### src/rtl/soc_perf_pkg.sv
// Shared definitions for the SoC performance monitor.
//   perf_state_e  : monitor FSM encoding (IDLE=0, RUN=1, FROZEN=2)
//   ADDR_*        : read-port register map
//   CNT_*         : index of each counter inside the counter array
//   NOP_ENC       : canonical RV32 NOP (addi x0,x0,0), not counted as retired
//   cnt_addr()    : maps a counter array index to its read address
package soc_perf_pkg;

  typedef enum logic [1:0] {
    ST_IDLE   = 2'd0,
    ST_RUN    = 2'd1,
    ST_FROZEN = 2'd2
  } perf_state_e;

  localparam int ADDR_CYCLES   = 0;
  localparam int ADDR_INSTRET  = 1;
  localparam int ADDR_STALLS   = 2;
  localparam int ADDR_STATUS   = 3;
  localparam int ADDR_EVT_BASE = 4;

  localparam int CNT_CYCLES   = 0;
  localparam int CNT_INSTRET  = 1;
  localparam int CNT_STALLS   = 2;
  localparam int CNT_EVT_BASE = 3;

  localparam logic [31:0] NOP_ENC = 32'h0000_0013;

  // The status register sits between the fixed counters and the event
  // counters in the address map, so event counters are shifted by one.
  function automatic int cnt_addr(input int idx);
    if (idx < CNT_EVT_BASE) return ADDR_CYCLES + idx;
    return ADDR_EVT_BASE + (idx - CNT_EVT_BASE);
  endfunction

endpackage

### src/rtl/soc_perf_monitor_sat_counter.sv
// perf_sat_counter: saturating up-counter with sticky overflow flag.
//   clk, rst_n : clock, asynchronous active-low reset
//   clr        : synchronous clear of value and ovf (wins over inc)
//   inc        : count request for this cycle
//   value      : current count, sticks at all-ones
//   ovf        : set when an increment arrives while value is all-ones
module perf_sat_counter #(
  parameter int W = 32
) (
  input  logic         clk,
  input  logic         rst_n,
  input  logic         clr,
  input  logic         inc,
  output logic [W-1:0] value,
  output logic         ovf
);

  always_ff @(posedge clk or negedge rst_n) begin
    if (!rst_n) begin
      value <= '0;
      ovf   <= 1'b0;
    end else if (clr) begin
      value <= '0;
      ovf   <= 1'b0;
    end else if (inc) begin
      if (&value) ovf <= 1'b1;
      else        value <= value + 1'b1;
    end
  end

endmodule

### src/rtl/soc_perf_monitor.sv
// soc_perf_monitor: performance counters and hang watchdog tapping the core
// debug bus.
//   clk, rst_n      : clock, asynchronous active-low reset
//   enable          : level, run counting (IDLE <-> RUN)
//   clear           : pulse, zero counters/status and return to IDLE
//   debug_pc/instr  : core PC and instruction being observed
//   debug_stall     : core stall indicator
//   evt_in          : generic event strobes, one count per high cycle
//   wdt_limit       : watchdog timeout in RUN cycles, 0 disables
//   rd_en, rd_addr  : read request and register select
//   rd_data         : registered read data
//   rd_valid        : one-cycle pulse marking rd_data as fresh
//   state           : FSM state (debug visibility)
//   halt_detected   : sticky tight-loop flag
//   wdt_expired     : sticky watchdog flag
//   irq             : halt_detected | wdt_expired
//
// Read handshake: rd_en has no backpressure. A request sampled at edge N
// returns, after edge N, the register value as it stood before edge N's
// update, with rd_valid high for exactly the following cycle. A request may
// be issued every cycle.
module soc_perf_monitor
  import soc_perf_pkg::*;
#(
  parameter int          CNT_W     = 32,
  parameter int          N_EVT     = 4,
  parameter int          WDT_W     = 20,
  parameter int          STABLE_TH = 5,
  parameter logic [31:0] NOP_INSTR = NOP_ENC,
  localparam int         RD_AW     = $clog2(N_EVT + 4)
) (
  input  logic             clk,
  input  logic             rst_n,
  input  logic             enable,
  input  logic             clear,
  input  logic [31:0]      debug_pc,
  input  logic [31:0]      debug_instr,
  input  logic             debug_stall,
  input  logic [N_EVT-1:0] evt_in,
  input  logic [WDT_W-1:0] wdt_limit,
  input  logic             rd_en,
  input  logic [RD_AW-1:0] rd_addr,
  output logic [CNT_W-1:0] rd_data,
  output logic             rd_valid,
  output logic [1:0]       state,
  output logic             halt_detected,
  output logic             wdt_expired,
  output logic             irq
);

  localparam int NC     = CNT_EVT_BASE + N_EVT;
  localparam int STAT_W = NC + 4;
  localparam int SW     = $clog2(STABLE_TH + 1);
  localparam int SN     = (STAT_W < CNT_W) ? STAT_W : CNT_W;

  perf_state_e      cur_state, nxt_state;
  logic             run;
  logic             halt_evt, wdt_evt;
  logic             pc_match;
  logic [SW-1:0]    stable_cnt;
  logic [WDT_W-1:0] wdt_cnt;
  logic [WDT_W:0]   wdt_next_ext;
  logic [31:0]      prev_pc, prev_instr;
  logic             instret_cond;

  logic [NC-1:0]    cnt_inc;
  logic [NC-1:0]    cnt_ovf;
  logic [CNT_W-1:0] cnt_val [NC];

  logic [STAT_W-1:0] status_full;
  logic [CNT_W-1:0]  status_word;
  logic [CNT_W-1:0]  rd_mux;

  assign run          = (cur_state == ST_RUN);
  assign pc_match     = (debug_pc == prev_pc) && (debug_instr == prev_instr);
  assign instret_cond = !debug_stall && (debug_instr != NOP_INSTR) && (debug_instr != '0);

  // Halt fires one edge after stable_cnt has reached the threshold.
  assign halt_evt = run && (stable_cnt >= SW'(STABLE_TH));

  // Compare wdt_cnt+1 in one extra bit so a saturated counter cannot wrap
  // into a spurious match.
  assign wdt_next_ext = {1'b0, wdt_cnt} + {{WDT_W{1'b0}}, 1'b1};
  assign wdt_evt      = run && (wdt_limit != '0) && (wdt_next_ext == {1'b0, wdt_limit});

  assign cnt_inc = {evt_in & {N_EVT{run}}, run && debug_stall, run && instret_cond, run};

  for (genvar g = 0; g < NC; g++) begin : g_cnt
    perf_sat_counter #(.W(CNT_W)) u_cnt (
      .clk   (clk),
      .rst_n (rst_n),
      .clr   (clear),
      .inc   (cnt_inc[g]),
      .value (cnt_val[g]),
      .ovf   (cnt_ovf[g])
    );
  end

  // FSM
  always_ff @(posedge clk or negedge rst_n) begin
    if (!rst_n) cur_state <= ST_IDLE;
    else        cur_state <= nxt_state;
  end

  always_comb begin
    nxt_state = cur_state;
    if (clear) begin
      nxt_state = ST_IDLE;
    end else begin
      case (cur_state)
        ST_IDLE:   if (enable) nxt_state = ST_RUN;
        ST_RUN: begin
          if (halt_evt || wdt_evt) nxt_state = ST_FROZEN;
          else if (!enable)        nxt_state = ST_IDLE;
        end
        ST_FROZEN: nxt_state = ST_FROZEN;
        default:   nxt_state = ST_IDLE;
      endcase
    end
  end

  assign state = cur_state;

  // Halt detector, watchdog and sticky flags
  always_ff @(posedge clk or negedge rst_n) begin
    if (!rst_n) begin
      stable_cnt    <= '0;
      wdt_cnt       <= '0;
      prev_pc       <= '0;
      prev_instr    <= '0;
      halt_detected <= 1'b0;
      wdt_expired   <= 1'b0;
      irq           <= 1'b0;
    end else if (clear) begin
      stable_cnt    <= '0;
      wdt_cnt       <= '0;
      prev_pc       <= '0;
      prev_instr    <= '0;
      halt_detected <= 1'b0;
      wdt_expired   <= 1'b0;
      irq           <= 1'b0;
    end else begin
      if (run) begin
        if (!(&wdt_cnt)) wdt_cnt <= wdt_cnt + 1'b1;
        // instr == 0 means the debug bus carries nothing; keep history.
        if (debug_instr != '0) begin
          if (!pc_match)                         stable_cnt <= '0;
          else if (stable_cnt != SW'(STABLE_TH)) stable_cnt <= stable_cnt + 1'b1;
          prev_pc    <= debug_pc;
          prev_instr <= debug_instr;
        end
      end
      halt_detected <= halt_detected | halt_evt;
      wdt_expired   <= wdt_expired | wdt_evt;
      irq           <= halt_detected | halt_evt | wdt_expired | wdt_evt;
    end
  end

  // Read port
  assign status_full = {cnt_ovf, wdt_expired, halt_detected, cur_state};

  always_comb begin
    status_word         = '0;
    status_word[SN-1:0] = status_full[SN-1:0];
  end

  always_comb begin
    rd_mux = '0;
    if (int'(rd_addr) == ADDR_STATUS) rd_mux = status_word;
    for (int j = 0; j < NC; j++) begin
      if (int'(rd_addr) == cnt_addr(j)) rd_mux = cnt_val[j];
    end
  end

  always_ff @(posedge clk or negedge rst_n) begin
    if (!rst_n) begin
      rd_data  <= '0;
      rd_valid <= 1'b0;
    end else begin
      rd_valid <= rd_en;
      if (rd_en) rd_data <= rd_mux;
    end
  end

endmodule
### config.mk
export PLATFORM = sky130hd
export DESIGN_NAME = soc_perf_monitor
export DESIGN_NICKNAME = d
export VERILOG_FILES = /design/src/rtl/soc_perf_pkg.sv /design/src/rtl/soc_perf_monitor_sat_counter.sv /design/src/rtl/soc_perf_monitor.sv
export SDC_FILE = /design/constraint.sdc
export NUM_CORES = 1
export LEC_CHECK = 0
export BUFFER_PORTS_ARGS = -buffer_cell sky130_fd_sc_hd__buf_4
export CAP_MARGIN = 15
export CORE_ASPECT_RATIO = 1.75
export CORE_MARGIN = 3
export CORE_UTILIZATION = 42
export CTS_CLUSTER_DIAMETER = 200
export DETAILED_ROUTE_END_ITERATION = 7
export HOLD_SLACK_MARGIN = 0.02
export PLACE_DENSITY_LB_ADDON = 0.05
export SYNTH_ARGS = -nofsm -noshare
export SYNTH_HDL_FRONTEND = slang
export SYNTH_SLANG_ARGS = --single-unit
export TNS_END_PERCENT = 20
### constraint.sdc
create_clock -name clk -period 2.6 [get_ports clk]
set_clock_uncertainty 0.05 [all_clocks]
set_input_delay 0.13 -clock clk [delete_from_list [all_inputs] [get_ports clk]]
set_output_delay 0.13 -clock clk [all_outputs]
set_load 0.05 [all_outputs]
==> flow_metrics.py, run 1 <==
metrics = {
    "outcome": {
        "outcome": "finished, violations left",
        "failed_checks": "setup timing",
    },
    "placement": {
        "numPortBuffers": 134,
        "place_hpwl_microns": 51810,
        "place_congestion": 0.9002,
    },
    "setup_path": {
        "critPathKind": "register to register",
        "cp-end-kind": "register",
        "critPathLaunchType": "register",
        "crit_fanout": 4,
        "path_cells": "nand4_1 -> or4_4 -> mux2_4 -> a21oi_2 -> o221ai_1 -> or4_4 -> and4_1",
        "cpMostUsedCell": "or4_4",
        "crit_arrival_ns": 2.98,
        "cpPeakStageDelay_ns": 0.61,
        "cpMaxStageDelayCell": "or4_4",
        "cp.required_ns": 2.98,
    },
    "route": {
        "dr.first_iter.drc_count": 1069,
        "route.detailed.drc": 0,
        "wl_microns": 69000,
        "met1_length_microns": 25290,
        "highest_layer": "met4",
        "ant_nets": 0,
        "wl_per_cell_microns": 22.05,
        "viasPerCell": 5.647,
        "met2_length_microns": 36810,
        "drtPass1Iterations": 6,
        "wl_met3_microns": 2442,
        "via_count": 17670,
    },
    "grt": {
        "grt_pass1_vias": 17740,
        "grt_max_degree": 130,
        "overflow": 0,
        "track_usage_pct": 26.88,
        "antenna_found_initial": 0,
        "grt_first_pass_wirelength_microns": 103900,
    },
    "synthesis": {
        "ys_ff_latch": 356,
        "synth.largest_area_cell": "dfrtp_1",
        "yosysUniqueCellTypes": 73,
        "synth_area_leaders": "dfrtp_1 (44%), nor2_1 (6.6%), xnor2_1 (6.6%)",
        "synth_async_sr_flop_share_pct": 100.0,
        "synth_seq_area_share_pct": 44.16,
        "synth-edff-count": 0,
        "synth_warnings": 0,
        "yosysMostFrequentCell": "nor2_1",
        "syn-num-nets": 2343,
        "ys_top_cells_by_count": "nor2_1 (357), dfrtp_1 (356), xnor2_1 (153), nand2_1 (126), xor2_1 (122)",
        "avgSynthCellArea_sq_um": 9.023,
        "synth-main-ff-cell": "dfrtp_1",
        "synth_area_sq_um": 20170,
        "synthCells": 2236,
        "yosysTopAreaCellShare_pct": 44.16,
    },
    "floorplanning": {
        "die-area_sq_um": 50800,
        "die_h_microns": 295.9,
        "initial_utilization_pct": 42.77,
        "design.portCount": 135,
        "die_w_microns": 171.7,
        "core_sq_um": 47160,
        "rows": 105,
    },
    "pwr": {
        "power_leakage_nw": 10.70,
        "p_int_mw": 9.647,
        "swShare_pct": 25.74,
        "combPwrFrac_pct": 11.0,
        "p_seq_share_pct": 44.2,
        "pwr-share-clk_pct": 44.9,
        "p_per_area_nw_per_um2": 522.6,
        "ir_worst_vdd_mv": 0.3851,
        "p_sw_mw": 3.345,
    },
    "clocking": {
        "tritoncts": "done",
        "cts_buffers": 38,
        "htree_levels": 2,
        "clockBufferDepth": 3,
        "clockRootBuffer": "clkbuf_16",
        "clock-sinks": 356,
        "clkTransAtPathRegs_ns": 0.06,
        "clock_latency_ns": 0.55,
    },
    "sta": {
        "slew_violations": 0,
        "fin_crit_sh_pct": 100.0,
        "timing.final.crit_period_ns": 2.600,
        "fmax_ghz": 0.3846,
        "tightestPinTransition_ns": 0.9870,
        "worst_hold_slack_ns": 0.05627,
        "finalHoldViolCount": 0,
        "relSlewSlack_pct": 33.95,
        "rsz0062_at_grt": "true",
        "fin_ws_ns": -0.0003739,
        "finalSetupViolCount": 1,
    },
    "cells_and_area": {
        "antennaDiodeCount": 0,
        "multi_input_area_sq_um": 10570,
        "drive_above_1_share_pct": 16.45,
        "nNetsFinal": 2620,
        "seq_area_sq_um": 8914,
        "fillCellCount": 4462,
        "syn2layout_area_growth_pct": 23.22,
        "utilization_pct": 52.71,
    },
    "run": {
        "maxCapViolations": 0,
    },
    "min_path": {
        "hold_class": "input pin to asynchronous set/reset pin",
    },
}
critical path: cells and delay by family (launching register included):
family	cells	cell delay [ns]
muxes	1	0.32
and+or+nand+nor	4	1.50
AOI/OAI and AO/OA	2	0.24
DFF	1	0.39
area by class of cell:
cell class,instances,share of cell area [%]
well taps,588,2.960
multi-input cells,1684,42.52
clock buffers,54,4.605
inverters,73,1.102
flip-flops and latches,356,35.86
repair buffers,360,12.24
clock inverters,14,0.7198
logic make-up (layout without fill, tap and decap cells):
kind of cell    after synthesis  count (layout)  synth area share [%]
simple gates                930             930                 22.77
compound gates              369             369                 11.44
flops                       356             356                 44.16
xor+xnor                    275             275                 11.94
buf+inv                     196             501                 3.951
mux                         100             100                 5.123
fa+ha+maj                    10              10                0.6202
sequential cells by signal, indices dropped and copies added, names as in the netlist:
signal             flops
wdt_cnt               20
prev_instr            32
rd_data               32
irq                    1
state                  2
prev_pc               32
g_cnt.u_cnt.value    224
rd_valid               1
wdt_expired            1
stable_cnt             3
g_cnt.u_cnt.ovf        7
halt_detected          1
path summary, 6_finish.rpt:
| path | cells after the start | to | slack, ns | from |
|---|---|---|---|---|
| worst max-delay path | 7 | state[0] | -0.0004 | wdt_cnt[1] |
| worst min-delay path | 2 | g_cnt[0].u_cnt.value[6] | 0.06 | rst_n |
| worst max register to register | 7 | state[0] | -0.0004 | wdt_cnt[1] |
| worst min register to register | 1 | g_cnt[2].u_cnt.ovf | 0.45 | g_cnt[2].u_cnt.ovf |
| max in group asynchronous | 3 | wdt_cnt[11] | 1.57 | rst_n |
| min in group clk | 3 | prev_pc[7] | 0.07 | clear |
layout by cell type (no fill, tap or decap), types with 72 or more instances in the layout:
cell type  netlist  layout
dfrtp_1        356     352
inv_1           72      72
buf_4            3     276
xnor2_1        153     153
nand2_1        126     126
o21ai_0        116     116
xor2_1         122     122
nand3_1         87      87
a21oi_1         92      90
mux2i_1         77      77
nor2_1         357     357
what timing repair did:
item	in CTS	in global routing
pin swaps	0	11
setup endpoints to repair	4	42
endpoints found under the hold margin	399	0
buffers inserted	0	4
resized for setup	2	18
hold buffers	70	0
through the flow:
stage	setup slack (ns)	std cells	power [mW]	setup TNS, ns	instance area, sq um
final	-0.0003739	3129	12.99	-0.0003739	24860
after global routing	-0.09049	3129	13.47	-0.2025	24860
after CTS	-0.03692	3124	13.14	-0.07046	24750
after detailed placement	-0.2045	2986	7.185	-0.6811	22720
after global placement	-0.2148	2986	7.173	-0.7221	22720
after floorplan	-0.02385	2236	6.522	-0.07139	20200
power by group through the flow:
stage / Sequential, mW / Combinational, mW / Clock [mW]
6_report: 5.74 / 1.42 / 5.83
5_1_grt: 5.75 / 1.54 / 6.18
4_1_cts: 5.74 / 1.44 / 5.97
3_5_place_dp: 5.84 / 1.35 / 0
3_3_place_gp: 5.84 / 1.34 / 0
2_1_floorplan: 5.96 / 0.559 / 0
metal layers:
metal  vias up  GRT usage, %
li1       8403             -
met1      8684         29.09
met2       445         50.57
met3       137         2.694
met4         0         14.73
met5         -             0
Note: power is estimated with default switching activity, not from simulation.
==> run 2: changes to the inputs <==
--- a/config.mk
+++ b/config.mk
@@ -5,6 +5,7 @@
 export SDC_FILE = /design/constraint.sdc
 export NUM_CORES = 1
 export LEC_CHECK = 0
+export ABC_AREA = 1
 export BUFFER_PORTS_ARGS = -buffer_cell sky130_fd_sc_hd__buf_4
 export CAP_MARGIN = 15
 export CORE_ASPECT_RATIO = 1.75
==> run 2 against run 1 <==
  * The run now ends clean
  * Non-clock buffer count is 18 lower
  * Critical path depth is 5 higher
  * Via count is 38% higher
  * Register-to-register slack improved by 0.09 ns
  * Total power grew 4.8%
  * Routed wire length rose by 39%
  * Highest routed layer unchanged
  * Clock-buffer cell count increased by 2
==> flow_metrics.py, run 2 <==
metrics = {
    "sta": {
        "fin_ws_ns": 0.09327,
        "tightestPinTransition_ns": 0.8096,
        "fin_crit_sh_pct": 96.41,
        "finalHoldViolCount": 0,
        "finalSetupViolCount": 0,
        "fmax_ghz": 0.3989,
        "slew_violations": 0,
        "worst_hold_slack_ns": 0.03073,
        "relSlewSlack_pct": 46.03,
        "rsz0062_at_grt": "true",
        "timing.final.crit_period_ns": 2.507,
    },
    "min_path": {
        "hold_class": "input pin to asynchronous set/reset pin",
    },
    "synthesis": {
        "avgSynthCellArea_sq_um": 7.069,
        "synth_warnings": 0,
        "synth-edff-count": 0,
        "synth-main-ff-cell": "dfrtp_1",
        "yosysMostFrequentCell": "nand2_1",
        "synth_compound_gate_area_share_pct": 13.62,
        "syn-num-nets": 3420,
        "synth_top_family_by_area": "simple AND/OR/NAND/NOR gates",
        "synth.largest_area_cell": "dfrtp_1",
        "synth_area_leaders": "dfrtp_1 (38%), nand2_1 (13%), inv_1 (6.6%)",
        "synth_xor_area_share_pct": 5.124,
        "yosysUniqueCellTypes": 53,
        "synth_area_sq_um": 23420,
        "ys_ff_latch": 356,
        "yosysTopAreaCellShare_pct": 38.04,
        "synth-simple-area-share_pct": 33.47,
        "synth_fa_ha_area_share_pct": 0.5343,
        "ys_top_cells_by_count": "nand2_1 (796), inv_1 (410), dfrtp_1 (356), nor2_1 (334), nand3_1 (203)",
        "muxShareOfSynthArea_pct": 0,
        "synth_async_sr_flop_share_pct": 100.0,
        "synthCells": 3313,
        "synth_seq_area_share_pct": 38.04,
    },
    "placement": {
        "place_congestion": 1.043,
        "place_hpwl_microns": 74430,
        "numPortBuffers": 134,
        "place_ws_ns": 0.1940,
    },
    "floorplanning": {
        "design.portCount": 135,
        "core_sq_um": 54720,
        "initial_utilization_pct": 42.80,
        "die_h_microns": 318.4,
        "rows": 113,
        "die_w_microns": 184.5,
        "die-area_sq_um": 58740,
    },
    "route": {
        "wl_per_cell_microns": 22.24,
        "route.detailed.drc": 0,
        "ant_nets": 0,
        "dr.first_iter.drc_count": 1893,
        "via_count": 24450,
        "wl_microns": 95710,
        "drtPass1Iterations": 6,
        "viasPerCell": 5.683,
    },
    "cells_and_area": {
        "largest_register_ffs": 224,
        "regMostFlops": "g_cnt.u_cnt.value",
        "layout_common_cells": "nand2_1 (796), inv_1 (410), dfrtp_1 (356), nor2_1 (333), buf_4 (252)",
        "fillCellCount": 5416,
        "syn2layout_area_growth_pct": 20.14,
        "antennaDiodeCount": 0,
        "mostFrequentLayoutCell": "nand2_1",
        "nNetsFinal": 3692,
        "drive_above_1_share_pct": 13.20,
    },
    "setup_path": {
        "crit_arrival_ns": 2.98,
        "critical_path.top_delay_family": "buffers and inverters",
        "cp.required_ns": 3.07,
        "crit_fanout": 3,
        "cpMostUsedCell": "buf_4",
        "rr_startpoint": "g_cnt[4].u_cnt.value[1]",
        "rr_worst_depth": 12,
        "path_cells": "ha_1 -> nand3_2 -> inv_2 -> nand2_2 -> nor3_2 -> nand3_1 -> buf_4 -> nor3_4 -> buf_4 -> o211ai_1 -> a21oi_1 -> dlygate4sd3_1",
        "critical_path_cell_count": 12,
        "cpPeakStageDelay_ns": 0.56,
        "critPathKind": "register to register",
        "cpMaxStageDelayCell": "dlygate4sd3_1",
        "startpoint": "g_cnt[4].u_cnt.value[1]",
        "cp-end-kind": "register",
        "crit_buf_inv": 4,
        "critPathLaunchType": "register",
    },
    "grt": {
        "track_usage_pct": 32.28,
        "grt_max_degree": 96,
        "overflow": 0,
        "grt_first_pass_wirelength_microns": 145800,
        "antenna_found_initial": 0,
        "grt_pass1_vias": 24940,
    },
    "clocking": {
        "tritoncts": "done",
        "cts_buffers": 40,
        "cts_setup_buffers": 0,
        "clock-sinks": 356,
        "htree_levels": 2,
        "clkTransAtPathRegs_ns": 0.06,
        "clockRootBuffer": "clkbuf_16",
        "clockBufferDepth": 3,
        "clock_latency_ns": 0.59,
    },
    "pwr": {
        "ir_worst_vdd_mv": 0.5969,
        "p_per_area_nw_per_um2": 484.2,
        "power_leakage_nw": 11.79,
    },
    "outcome": {
        "outcome": "finished clean",
    },
    "run": {
        "maxCapViolations": 0,
    },
}
-- run 2: cell count changes in the layout (fill, tap and decap cells not counted), sizes merged, moves of 35 or more --
| cell | change |
|---|---|
| a22oi | -35 |
| and3 | -40 |
| inv | +361 |
| mux2i | -77 |
| nand2 | +678 |
| nand3 | +120 |
| nand4 | +79 |
| nor3 | +96 |
| o21ai | +141 |
| o22ai | +65 |
| o31ai | +60 |
| or3 | -49 |
| xnor2 | -119 |
-- run 2: area by class of cell --
| cell class | instances | area [sq um] | share of cell area (%) |
|---|---|---|---|
| clock buffers | 56 | 1162 | 4.131 |
| clock inverters | 14 | 237.7 | 0.8450 |
| inverters | 434 | 1634 | 5.808 |
| multi-input cells | 2411 | 12390 | 44.04 |
| flip-flops and latches | 356 | 8909 | 31.66 |
| well taps | 690 | 863.3 | 3.069 |
| repair buffers | 342 | 2938 | 10.44 |
-- run 2: cells by family (layout without fill, tap and decap cells) --
group                    after synthesis  count (layout)
AO/OA/AOI/OAI                        515             515
XOR/XNOR                             137             137
adder cells (fa/ha/maj)               10              10
buffers and inverters                546             846
flip-flops                           356             356
AND/OR/NAND/NOR                     1749            1749
-- run 2: through the flow --
stage          instances  utilization, %  power (mW)  instance area (sq um)   TNS, ns
3_5_place_dp        4158           47.47       7.348                  25970         0
2_1_floorplan       3313               -       6.613                  23420         0
5_1_grt             4303           51.42       14.10                  28130  -0.01666
3_3_place_gp        4158           47.47       7.322                  25970         0
6_report            4303           51.42       13.62                  28130         0
4_1_cts             4303           51.40       13.76                  28130         0
-- run 2: per-layer routing --
metal / GRT usage (%) / wire, microns / up-vias
li1: - / - / 11550
met5: 0 / 0 / -
met1: 34.48 / 34380 / 11630
met4: 22.23 / 8233 / 0
met2: 57.68 / 48600 / 939
met3: 4.674 / 4492 / 338
-- run 2: worst paths after layout --
kind                       slack (ns)                       end
min reg2reg                      0.43               rd_data[29]
max                              0.09        g_cnt[4].u_cnt.ovf
max in group asynchronous        1.57  g_cnt[5].u_cnt.value[13]
min                              0.03               wdt_cnt[14]
max reg2reg                      0.09        g_cnt[4].u_cnt.ovf
min in group clk                 0.17                  state[0]
-- run 2: worst reg2reg max path: stages, from the launching register on --
cell           delay (ns)
dfrtp_1              0.38
ha_1                 0.22
nand3_2              0.11
inv_2                0.09
nand2_2              0.06
nor3_2               0.10
nand3_1              0.10
buf_4                0.17
nor3_4               0.20
buf_4                0.15
o211ai_1             0.09
a21oi_1              0.15
dlygate4sd3_1        0.56
-- run 2: repair_timing --
item,in CTS,in global routing
endpoints found under the hold margin,240,0
endpoints found under the setup margin,0,13
gates resized for setup,0,2
hold buffers,75,0
-- run 2: report_power, final --
group | switching [mW] | internal, mW | total [mW]
logic | 1.07 | 0.535 | 1.61
registers | 0.0899 | 5.65 | 5.74
clock network | 2.55 | 3.72 | 6.27
==> run 3: changes to the inputs <==
--- a/config.mk
+++ b/config.mk
@@ -17,5 +17,6 @@
 export PLACE_DENSITY_LB_ADDON = 0.05
 export SYNTH_ARGS = -nofsm -noshare
 export SYNTH_HDL_FRONTEND = slang
+export SYNTH_HIERARCHICAL = 1
 export SYNTH_SLANG_ARGS = --single-unit
 export TNS_END_PERCENT = 20
==> run 3 against run 2 <==
  * Clock power about the same
  * Critical path depth decreased by 5
  * Die area increased by 8.6%
  * Sequential cell count unchanged
  * Final area increased by 4.0%
  * Clock-buffer cell count decreased by 6
  * Worst hold slack improved by 0.056 ns
  * Final cell count increased by 5.7%
  * First-iteration DRC count decreased by 30%
  * Synthesized cell count increased by 6.2%
  * Area after synthesis increased by 8.9%
  * Critical path type unchanged
  * Critical endpoint is now g_cnt[4].u_cnt/ovf
  * Largest cell class unchanged
==> flow_metrics.py, run 3 <==
metrics = {
    "synthesis": {
        "yosysTopAreaCellShare_pct": 34.95,
        "syn-num-nets": 3624,
        "synth.largest_area_cell": "dfrtp_1",
        "synth_top_family_by_area": "simple AND/OR/NAND/NOR gates",
        "synthCells": 3517,
        "ys_top_cells_by_count": "nand2_1 (1107), nor2_1 (361), dfrtp_1 (356), inv_1 (354), nand3_1 (232)",
        "ys_ff_latch": 356,
        "synth_warnings": 6,
        "synth_async_sr_flop_share_pct": 100.0,
        "synth-simple-area-share_pct": 38.55,
        "synth_xor_area_share_pct": 4.717,
        "synth_compound_gate_area_share_pct": 12.35,
        "synth-edff-count": 0,
        "avgSynthCellArea_sq_um": 7.248,
        "synth_area_leaders": "dfrtp_1 (35%), nand2_1 (16%), o21ai_2 (6.3%)",
        "synth-main-ff-cell": "dfrtp_1",
        "synth_area_sq_um": 25490,
        "muxShareOfSynthArea_pct": 0,
        "yosysMostFrequentCell": "nand2_1",
        "yosysUniqueCellTypes": 50,
        "synth_seq_area_share_pct": 34.95,
        "synth_fa_ha_area_share_pct": 0.4908,
    },
    "sta": {
        "fin_crit_sh_pct": 93.74,
        "finalHoldViolCount": 0,
        "fin_ws_ns": 0.1628,
        "relSlewSlack_pct": 49.16,
        "fmax_ghz": 0.4103,
        "timing.final.crit_period_ns": 2.437,
        "slew_violations": 0,
        "finalSetupViolCount": 0,
        "setup_tns_ns": 0,
        "rsz0062_at_grt": "false",
        "tightestPinTransition_ns": 0.7618,
    },
    "route": {
        "route.detailed.drc": 0,
        "wl_microns": 90110,
        "drtPass1Iterations": 6,
        "dr.first_iter.drc_count": 1319,
        "viasPerCell": 5.278,
        "ant_nets": 0,
        "via_count": 24000,
        "wl_per_cell_microns": 19.82,
    },
    "placement": {
        "place_congestion": 0.9471,
        "numPortBuffers": 134,
        "place_ws_ns": 0.1427,
        "place_hpwl_microns": 69450,
    },
    "clocking": {
        "clock_latency_ns": 0.59,
        "clock-sinks": 356,
        "clkTransAtPathRegs_ns": 0.07,
        "cts_buffers": 41,
        "cts_setup_buffers": 0,
        "htree_levels": 2,
        "tritoncts": "done",
        "clockBufferDepth": 3,
        "clockRootBuffer": "clkbuf_16",
    },
    "cells_and_area": {
        "layout_common_cells": "nand2_1 (1106), nor2_1 (361), dfrtp_1 (356), inv_1 (354), nand3_1 (232)",
        "largest_register_ffs": 224,
        "fillCellCount": 5975,
        "syn2layout_area_growth_pct": 14.77,
        "antennaDiodeCount": 0,
        "seq_area_sq_um": 8909,
        "nNetsFinal": 3846,
        "regMostFlops": "g_cnt.u_cnt/value",
        "multi_input_area_sq_um": 14330,
        "mostFrequentLayoutCell": "nand2_1",
        "drive_above_1_share_pct": 19.96,
    },
    "pwr": {
        "power_leakage_nw": 12.50,
        "p_per_area_nw_per_um2": 464.6,
        "ir_worst_vdd_mv": 0.5225,
    },
    "setup_path": {
        "critPathLaunchType": "register",
        "crit_fanout": 7,
        "critPathKind": "register to register",
        "cp.required_ns": 3.08,
        "crit_arrival_ns": 2.92,
        "cp-end-kind": "register",
    },
    "grt": {
        "antenna_found_initial": 0,
        "use_met3_pct": 3.590,
        "track_usage_pct": 28.09,
        "grt_first_pass_wirelength_microns": 138300,
        "grt_pass1_vias": 24250,
        "overflow": 0,
        "use_met2_pct": 52.93,
        "grt_busiest_layer": "met2",
        "gr-usage-met1_pct": 28.95,
        "grt_max_degree": 73,
    },
    "floorplanning": {
        "core_sq_um": 59650,
        "die_h_microns": 331.9,
        "rows": 118,
        "initial_utilization_pct": 42.74,
        "die_w_microns": 192.2,
        "die-area_sq_um": 63800,
        "design.portCount": 135,
    },
    "run": {
        "maxCapViolations": 0,
    },
    "min_path": {
        "hold_class": "input pin to asynchronous set/reset pin",
    },
    "outcome": {
        "outcome": "finished clean",
    },
}
==> run 3: routing by layer <==
metal  vias to the layer above  part of all wire (%)
met5                         -                     0
met2                       644                    53
met1                     11420                    35
met4                         0                   7.1
li1                      11700                     -
met3                       242                   4.0
==> run 3: area by class of cell <==
type                            instances  area share (%)
Sequential cell                       356           30.45
Clock inverter                         21          0.9665
Multi-Input combinational cell       2710           48.96
Tap cell                              780           3.336
Timing Repair Buffer                  270           7.877
Clock buffer                           50           3.793
Inverter                              360           4.619
==> run 3: worst max-delay path: stages (launching register included) <==
cell	delay, ns
dfrtp_1	0.39
inv_1	0.11
nor2_4	0.13
inv_1	0.35
nor2_1	0.38
nand4_1	0.22
a21oi_1	0.18
dlygate4sd3_1	0.57
==> run 3: kinds of logic after synthesis <==
kind of cell    Yosys count
fa+ha+maj                10
flops                   356
compound gates          448
xor+xnor                134
buf+inv                 451
simple gates           2118
==> run 3: worst paths after layout <==
path,from,to,slack [ns],depth (start not counted)
worst max-delay path,state[0],g_cnt[4].u_cnt/ovf,0.16,7
worst max register to register,state[0],g_cnt[4].u_cnt/ovf,0.16,7
worst min-delay path,rst_n,g_cnt[5].u_cnt/value[21],0.09,2
worst min register to register,rd_data[9],rd_data[9],0.44,1
min in group clk,rd_addr[0],rd_data[1],0.14,6
max in group asynchronous,rst_n,prev_pc[12],1.53,3
==> run 3: repair_timing <==
item	CTS	global route
hold endpoints to repair	202	0
setup endpoints to repair	0	4
hold buffers	73	0
gates resized for setup	0	1
==> run 3: stage by stage <==
stage | hold WS, ns | power (mW) | area [sq um] | cells | utilization, %
global route | 0.1369 | 14.13 | 29260 | 4547 | 49.05
detailed placement | 0.1353 | 7.350 | 27130 | 4403 | 45.49
CTS | 0.09544 | 13.78 | 29260 | 4547 | 49.05
floorplan | -0.2156 | 6.827 | 25490 | 3517 | -
global placement | 0.1319 | 7.320 | 27130 | 4403 | 45.49
finish | 0.08659 | 13.59 | 29260 | 4547 | 49.05
==> run 3: power by group <==
part	leakage, nW	switching, mW	internal [mW]	total (mW)
Combinational	6.90	1.03	0.526	1.55
Clock	0.684	2.62	3.65	6.27
Sequential	4.92	0.109	5.66	5.77
Total	12.5	3.76	9.84	13.6
